### src/rtl/fifo_lane_drain.sv
// Read-side consumer for the 8-deep async FIFO: pops len words per frame and serializes each
// word into simd lanes of bw bits on a valid/ready stream, lane 0 first.
module fifo_lane_drain #(
  parameter int unsigned bw   = 4,
  parameter int unsigned simd = 1,
  parameter int unsigned lw   = 8
) (
  input  logic               clk,
  input  logic               reset,
  input  logic [simd*bw-1:0] fifo_out,
  input  logic               fifo_empty,
  output logic               fifo_rd,
  input  logic               start,
  input  logic [lw-1:0]      len,
  output logic               busy,
  output logic [bw-1:0]      out_data,
  output logic               out_valid,
  input  logic               out_ready,
  output logic               out_last,
  output logic               done
);

  localparam int unsigned LaneW = (simd > 1) ? $clog2(simd) : 1;
  localparam logic [LaneW-1:0] LastLane = LaneW'(simd - 1);

  localparam logic [2:0] StHold  = 3'd0;
  localparam logic [2:0] StIdle  = 3'd1;
  localparam logic [2:0] StFetch = 3'd2;
  localparam logic [2:0] StShift = 3'd3;
  localparam logic [2:0] StDone  = 3'd4;

  logic [2:0]         state_q, state_d;
  logic               hold_cnt_q, hold_cnt_d;
  logic [LaneW-1:0]   lane_idx_q, lane_idx_d;
  logic [lw-1:0]      remaining_q, remaining_d;
  logic [simd*bw-1:0] buffer_q, buffer_d;
  logic [simd*bw-1:0] lane_shifted;
  logic               handshake;
  logic               at_last_lane;

  // Pop only from registered state so consecutive pops are always >= 2 cycles apart.
  assign fifo_rd      = (state_q == StFetch) && !fifo_empty;
  assign busy         = (state_q != StIdle);
  assign out_valid    = (state_q == StShift);
  assign done         = (state_q == StDone);
  assign at_last_lane = (lane_idx_q == LastLane);
  assign out_last     = out_valid && at_last_lane && (remaining_q == '0);
  assign handshake    = out_valid && out_ready;
  assign lane_shifted = buffer_q >> (lane_idx_q * bw);
  assign out_data     = out_valid ? lane_shifted[bw-1:0] : '0;

  always_comb begin
    state_d     = state_q;
    hold_cnt_d  = hold_cnt_q;
    lane_idx_d  = lane_idx_q;
    remaining_d = remaining_q;
    buffer_d    = buffer_q;
    unique case (state_q)
      StHold: begin
        // The FIFO's empty flag is not trustworthy until two cycles after reset.
        if (hold_cnt_q) state_d = StIdle;
        else            hold_cnt_d = 1'b1;
      end
      StIdle: begin
        if (start) begin
          if (len != '0) begin
            remaining_d = len;
            state_d     = StFetch;
          end else begin
            state_d = StDone;
          end
        end
      end
      StFetch: begin
        if (fifo_rd) begin
          buffer_d    = fifo_out;
          remaining_d = remaining_q - lw'(1);
          lane_idx_d  = '0;
          state_d     = StShift;
        end
      end
      StShift: begin
        if (handshake) begin
          if (!at_last_lane)            lane_idx_d = lane_idx_q + LaneW'(1);
          else if (remaining_q != '0)   state_d = StFetch;
          else                          state_d = StDone;
        end
      end
      StDone: state_d = StIdle;
      default: state_d = StHold;
    endcase
  end

  always_ff @(posedge clk) begin
    if (reset) begin
      state_q     <= StHold;
      hold_cnt_q  <= 1'b0;
      lane_idx_q  <= '0;
      remaining_q <= '0;
      buffer_q    <= '0;
    end else begin
      state_q     <= state_d;
      hold_cnt_q  <= hold_cnt_d;
      lane_idx_q  <= lane_idx_d;
      remaining_q <= remaining_d;
      buffer_q    <= buffer_d;
    end
  end

endmodule

### config.mk
export PLATFORM = sky130hd
export DESIGN_NAME = fifo_lane_drain
export DESIGN_NICKNAME = d
export VERILOG_FILES = /design/src/rtl/fifo_lane_drain.sv
export SDC_FILE = /design/constraint.sdc
export NUM_CORES = 1
export LEC_CHECK = 0
export ABC_AREA = 1
export CAP_MARGIN = 20
export CORE_AREA = 2 2 53 55
export CTS_CLUSTER_DIAMETER = 60
export DETAILED_ROUTE_END_ITERATION = 12
export DIE_AREA = 0 0 55 57
export PLACE_DENSITY = 0.71
export REMOVE_ABC_BUFFERS = 1
export SYNTH_ARGS = -nofsm -noshare
export SYNTH_HDL_FRONTEND = slang
export SYNTH_SLANG_ARGS = --single-unit
export TNS_END_PERCENT = 50
### constraint.sdc
create_clock -name clk -period 1.42 [get_ports clk]
set_clock_uncertainty 0.1 [all_clocks]
set_input_delay 0.213 -clock clk [delete_from_list [all_inputs] [get_ports clk]]
set_output_delay 0.213 -clock clk [all_outputs]
set_load 0.01 [all_outputs]
==> impl_metrics.tcl, run 1 <==
set metrics [dict create \
    outcome "complete, but fails checks" \
    violations "negative setup slack" \
    hp-class "reg2reg" \
    crit_path_end_kind "output pin" \
    row_count 19 \
    gp_congestion 0.893 \
    cts_tree "built" \
    drv_cap 0 \
    irDropWorstVdd_v 0.00135 \
    syn_avg_cell_area_sq_um 6.02 \
    worst-path-max-fanout 3 \
    critPathKind "reg2out" \
    synth_compound_gate_area_share_pct 12.8 \
    drive_gt1_share_pct 36.6 \
    clock_path_buffers 2 \
    synth_top_family_by_area "simple AND/OR/NAND/NOR gates" \
    cts_buffers 3 \
    critPathTopFamily "simple AND/OR/NAND/NOR gates" \
    hold_slack_ns 0.365 \
    io_pins 26 \
    grt_setup_unrepaired "yes" \
    placedCellCount 256 \
    grt_pass1_vias 1281 \
    nets 258 \
    die_h_microns 57 \
    htreeDepth 1 \
    cp-start-kind "flip-flop" \
    worst_slack_ns -0.197 \
    die_x_microns 55 \
    root_buffer "clkbuf_4" \
    cts_sinks 16 \
    wl_microns 3530 \
    setup_violations 20 \
    yosys.area_share.simple_pct 41.3 \
    slowest_stage "dfxtp_2" \
    hold_viol 0 \
    crit_chain "nor2_2 -> nand2_1 -> inv_1 -> nand4_1 -> nor2_1 -> buf_2" \
    period_needed_ns 1.62 \
    worst_slew_pin_slew_ns 0.328 \
    port_buffers 25 \
    power_mw 3.50 \
    gr-usage-all-layers_pct 22.6 \
    crit_buf_inv 2 \
    drc_errors 0 \
    powerDensity_mw_per_mm2 1910 \
    clk_latency_ns 0.31 \
    mostFrequentLayoutCells "nand2_1 (37), inv_1 (26), buf_4 (25)" \
    drt_iter0_drc 36 \
    vias 1362 \
    fmax_mhz 618 \
    grt_start_max_net_pins 11 \
    syn_inst 175 \
    min_from "hold_cnt_q$_SDFFE_PP0N_" \
    cp_data_arrival_time_ns 1.30 \
    grt_pass1_wl_microns 5130 \
    final_common_cell "nand2_1" \
    n_antenna_cell 0 \
    coreArea_sq_mm 0.00262 \
    slowest_delay_ns 0.34 \
    final_area_sq_mm 0.00183 \
    fillCellCount 217 \
    cp-startpoint "remaining_q[3]$_SDFFE_PP0P_" \
    slew-limit-headroom_pct 78.1 \
    synth_xor_area_share_pct 0 \
    area_delta_synth_final_pct 74.0 \
    yosysWarnings 0 \
    grt_overflow_total 0 \
    synthesis.area_sq_mm 0.00105 \
    via_per_inst 5.06 \
    slew_violations 0 \
    dp_hpwl_microns 2230 \
    dieArea_sq_mm 0.00314 \
    leakage_nw 0.855 \
    drt_pass1_iterations 4 \
    antenna_found_initial 0 \
    critical_path_required_ns 1.11 \
    yosys.area_share.adder_pct 2.38 \
    antenna_left 0 \
    fin_crit_sh_pct 114 \
    drt-wirelength-per-cell_microns 13.1 \
    initial_core_util_pct 40.3 \
    final_cells 269 \
    clkTransAtPathRegs_ns 0.11 \
    r2r-start "state_q[1]$_SDFFE_PP0P_" \
    synth_seq_area_share_pct 30.4 \
    synth_cell_types 18 \
    muxShareOfSynthArea_pct 0 \
    ys_ff_latch 16 \
    placed_cell_area_sq_mm 0.00156 \
    fin_util_pct 70.1 \
]
-- layout make-up --
| cell class | instances | area (sq um) | area share [%] |
|---|---|---|---|
| multi-input cells | 125 | 729 | 39.8 |
| well taps | 31 | 38.8 | 2.12 |
| clock buffers | 4 | 36.3 | 1.98 |
| flip-flops and latches | 16 | 332 | 18.1 |
| repair buffers | 59 | 552 | 30.1 |
| inverters | 34 | 145 | 7.92 |
-- synthesized netlist by cell type --
cell type  count  area share, %
nand2_2        2            1.2
inv_4          1           0.59
o21ai_1        1           0.47
buf_4          1           0.71
a21oi_1       10            4.8
or2_2          1           0.59
nand4_1        3            1.8
nor2_1        30             11
nand3_2        2            1.9
ha_1           2            2.4
nor2_4         3            3.2
inv_1         33             12
dfxtp_1       16             30
o21ai_0       16            7.6
nand3b_1       2            1.4
nand3_1       12            5.7
nand2_1       39             14
nor3_2         1           0.95
-- per-stage QoR --
step / TNS [ns] / worst slack [ns]
after floorplan: 0 / 0.0109
after global placement: -4.09 / -0.249
after detailed placement: -5.09 / -0.301
after CTS: -2.07 / -0.211
after global routing: -4.10 / -0.295
final: -2.58 / -0.197
-- report_power, final --
group          internal [mW]  switching [mW]  leakage, nW
registers              0.595           0.109        0.134
clock network          0.157           0.165       0.0210
logic                   1.18            1.30        0.700
total                   1.93            1.57        0.855
-- registers in the layout (all words and copies together) (netlist names) --
signal and flops:
hold_cnt_q 1, state_q 3, buffer_q 4, remaining_q 8
-- routing by layer --
metal	wire length (microns)	vias up	track usage (%)
li1	-	679	-
met1	1440	626	25.4
met2	1800	48	38.1
met3	213	9	4.71
met4	85	0	12.9
met5	0	-	0
-- cells by family (layout without fill, tap and decap cells) --
logic type | Yosys count | after routing
compound gates | 27 | 27
simple gates | 95 | 96
buf+inv | 35 | 97
fa+ha+maj | 2 | 2
flops | 16 | 16
-- tightest hold or removal path, cell delays in order, from the launching register on --
cell     delay, ns
dfxtp_1       0.33
inv_1         0.05
a21oi_1       0.05
-- repair_timing --
action / CTS / global route
gates cloned: 1 / 0
endpoints found under the setup margin: 20 / 24
setup buffers: 5 / 4
resized for setup: 72 / 27
hold buffers: 0 / 0
pin swaps: 13 / 15
-- final timing paths --
path	cells after the start	end	slack, ns
max	6	out_last	-0.20
min	2	hold_cnt_q$_SDFFE_PP0N_	0.37
max reg2reg	10	remaining_q[6]$_SDFFE_PP0P_	-0.18
min reg2reg	2	hold_cnt_q$_SDFFE_PP0N_	0.37
(Power assumes the default switching activity.)
==> run 2: changes to the inputs <==
- PLACE_DENSITY: 0.71 -> not set
- PLACE_DENSITY_LB_ADDON: not set -> 0.05
==> run 2 against run 1 <==
Compared with the run above: the flow still finishes with violations (negative setup slack); fmax is 4.0% higher; largest power group unchanged; via count is 1.6% lower; combinational power is 8.9% lower; clock-buffer cell count is 1 lower; hold slack worse by 0.0095 ns; sequential cell count stayed put; sequential power is 4.0% lower.
==> impl_metrics.tcl, run 2 (synthesized netlist as in run 1, its figures left out) <==
set metrics [dict create \
    row_count 19 \
    setup_violations 20 \
    drt_iter0_drc 34 \
    htreeDepth 1 \
    final_common_cell "nand2_1" \
    drt-wirelength-per-cell_microns 11.6 \
    critical_path_required_ns 1.55 \
    grt_setup_unrepaired "yes" \
    slew-limit-headroom_pct 81.1 \
    hold_viol 0 \
    grt_overflow_total 0 \
    dp_hpwl_microns 2320 \
    coreArea_sq_mm 0.00262 \
    cp-startpoint "state_q[1]$_SDFFE_PP0P_" \
    powerDensity_mw_per_mm2 1780 \
    clock_path_buffers 2 \
    gp_congestion 0.815 \
    hold_buffers 0 \
    drc_errors 0 \
    worst-path-max-fanout 5 \
    largest_reg_flops 8 \
    via_per_inst 4.91 \
    r2r-start "state_q[1]$_SDFFE_PP0P_" \
    area_delta_synth_final_pct 69.8 \
    combPwrFrac_pct 71.1 \
    die_h_microns 57 \
    leakage_nw 0.863 \
    grt_pass1_wl_microns 4970 \
    cts_tree "built" \
    fin_crit_sh_pct 110 \
    switchingPower_mw 1.46 \
    antenna_found_initial 0 \
    die_x_microns 55 \
    dieArea_sq_mm 0.00314 \
    hp-class "reg2reg" \
    drv_cap 0 \
    fmax_mhz 643 \
    cp-start-kind "flip-flop" \
    period_needed_ns 1.56 \
    irDropWorstVdd_v 0.00110 \
    worst_slack_ns -0.136 \
    power_frac_clock_pct 7.7 \
    placedCellCount 265 \
    cts_buffers 3 \
    grt_pass1_vias 1245 \
    whs_path_depth 2 \
    gr-usage-all-layers_pct 21.2 \
    antenna_left 0 \
    p_int_mw 1.72 \
    crit_path_end_kind "flip-flop" \
    switching_share_pct 45.9 \
    pre_cts_slack_ns -0.288 \
    slew_violations 0 \
    grt_start_max_net_pins 11 \
    initial_core_util_pct 40.3 \
    worst_slew_pin_slew_ns 0.283 \
    min_from "buffer_q[1]$_SDFFE_PP0P_" \
    violations "negative setup slack" \
    io_pins 26 \
    critPathKind "reg2reg" \
    final_cells 273 \
    cts_sinks 16 \
    pwr-share-seq_pct 21.3 \
    port_buffers 25 \
    n_antenna_cell 0 \
    outcome "complete, but fails checks" \
    mostFrequentLayoutCells "nand2_1 (38), buf_4 (36), inv_1 (28)" \
    drt_pass1_iterations 4 \
    wl_microns 3160 \
    reg.largest.list "remaining_q x8, buffer_q x4, state_q x3" \
    regMostFlops "remaining_q" \
    clkTransAtPathRegs_ns 0.10 \
    reg2reg_depth 9 \
    vias 1340 \
    nets 263 \
    cp_data_arrival_time_ns 1.68 \
    root_buffer "clkbuf_4" \
    drive_gt1_share_pct 38.4 \
    clk_latency_ns 0.28 \
]
run 2: metrics by stage:
stage                     TNS (ns)  power [mW]  instance area (sq um)  utilization, %  hold slack [ns]
after global placement       -4.04        2.49                   1620            62.1            0.337
final                        -1.64        3.18                   1790            68.4            0.356
after floorplan                  0        1.68                   1050               -            0.182
after CTS                    -1.69        3.04                   1730            66.1            0.361
after global routing         -2.86        3.42                   1790            68.4            0.386
after detailed placement     -4.53        2.53                   1620            62.1            0.345
run 2: final cells by class:
type                            instances  area (sq um)
Clock buffer                            3          22.5
Fill cell                             239           826
Inverter                               34           143
Multi-Input combinational cell        125           719
Sequential cell                        16           329
Tap cell                               31          38.8
Timing Repair Buffer                   63           528
Timing Repair inverter                  1          8.76
run 2: final timing paths:
check | endpoint | slack [ns]
setup reg to reg | remaining_q[7]$_SDFFE_PP0P_ | -0.14
hold / removal | buffer_q[1]$_SDFFE_PP0P_ | 0.36
hold reg to reg | buffer_q[1]$_SDFFE_PP0P_ | 0.36
setup / recovery | remaining_q[7]$_SDFFE_PP0P_ | -0.14
run 2: repair_timing:
item                                    CTS  global route
gates resized for setup                  70            17
pin swaps                                16            14
endpoints found under the setup margin   20            21
hold endpoints to repair                  0             0
cloned                                    1             1
buffers inserted                          2             1
run 2: power by group through the flow:
stage / logic (mW) / registers (mW) / clock network [mW]
6_report: 2.26 / 0.676 / 0.245
5_1_grt: 2.47 / 0.685 / 0.264
2_1_floorplan: 1.02 / 0.662 / 0
3_5_place_dp: 1.88 / 0.655 / 0
3_3_place_gp: 1.84 / 0.645 / 0
4_1_cts: 2.12 / 0.671 / 0.253
run 2: layer usage:
layer	GRT usage (%)	part of all wire [%]	wire, microns
met2	38.4	53	1670
met3	2.88	4.7	148
met4	6.62	1.5	47
met1	24.7	41	1290
met5	0	0	0
run 2: worst max-delay path: stages (launching register included):
cell and delay, ns:
dfxtp_2 0.35, inv_2 0.05, nor2_4 0.17, nand2_4 0.09
buf_12 0.15, nand2_8 0.06, nand3_4 0.09, nor2_4 0.18
nand3_1 0.11, a21oi_2 0.14
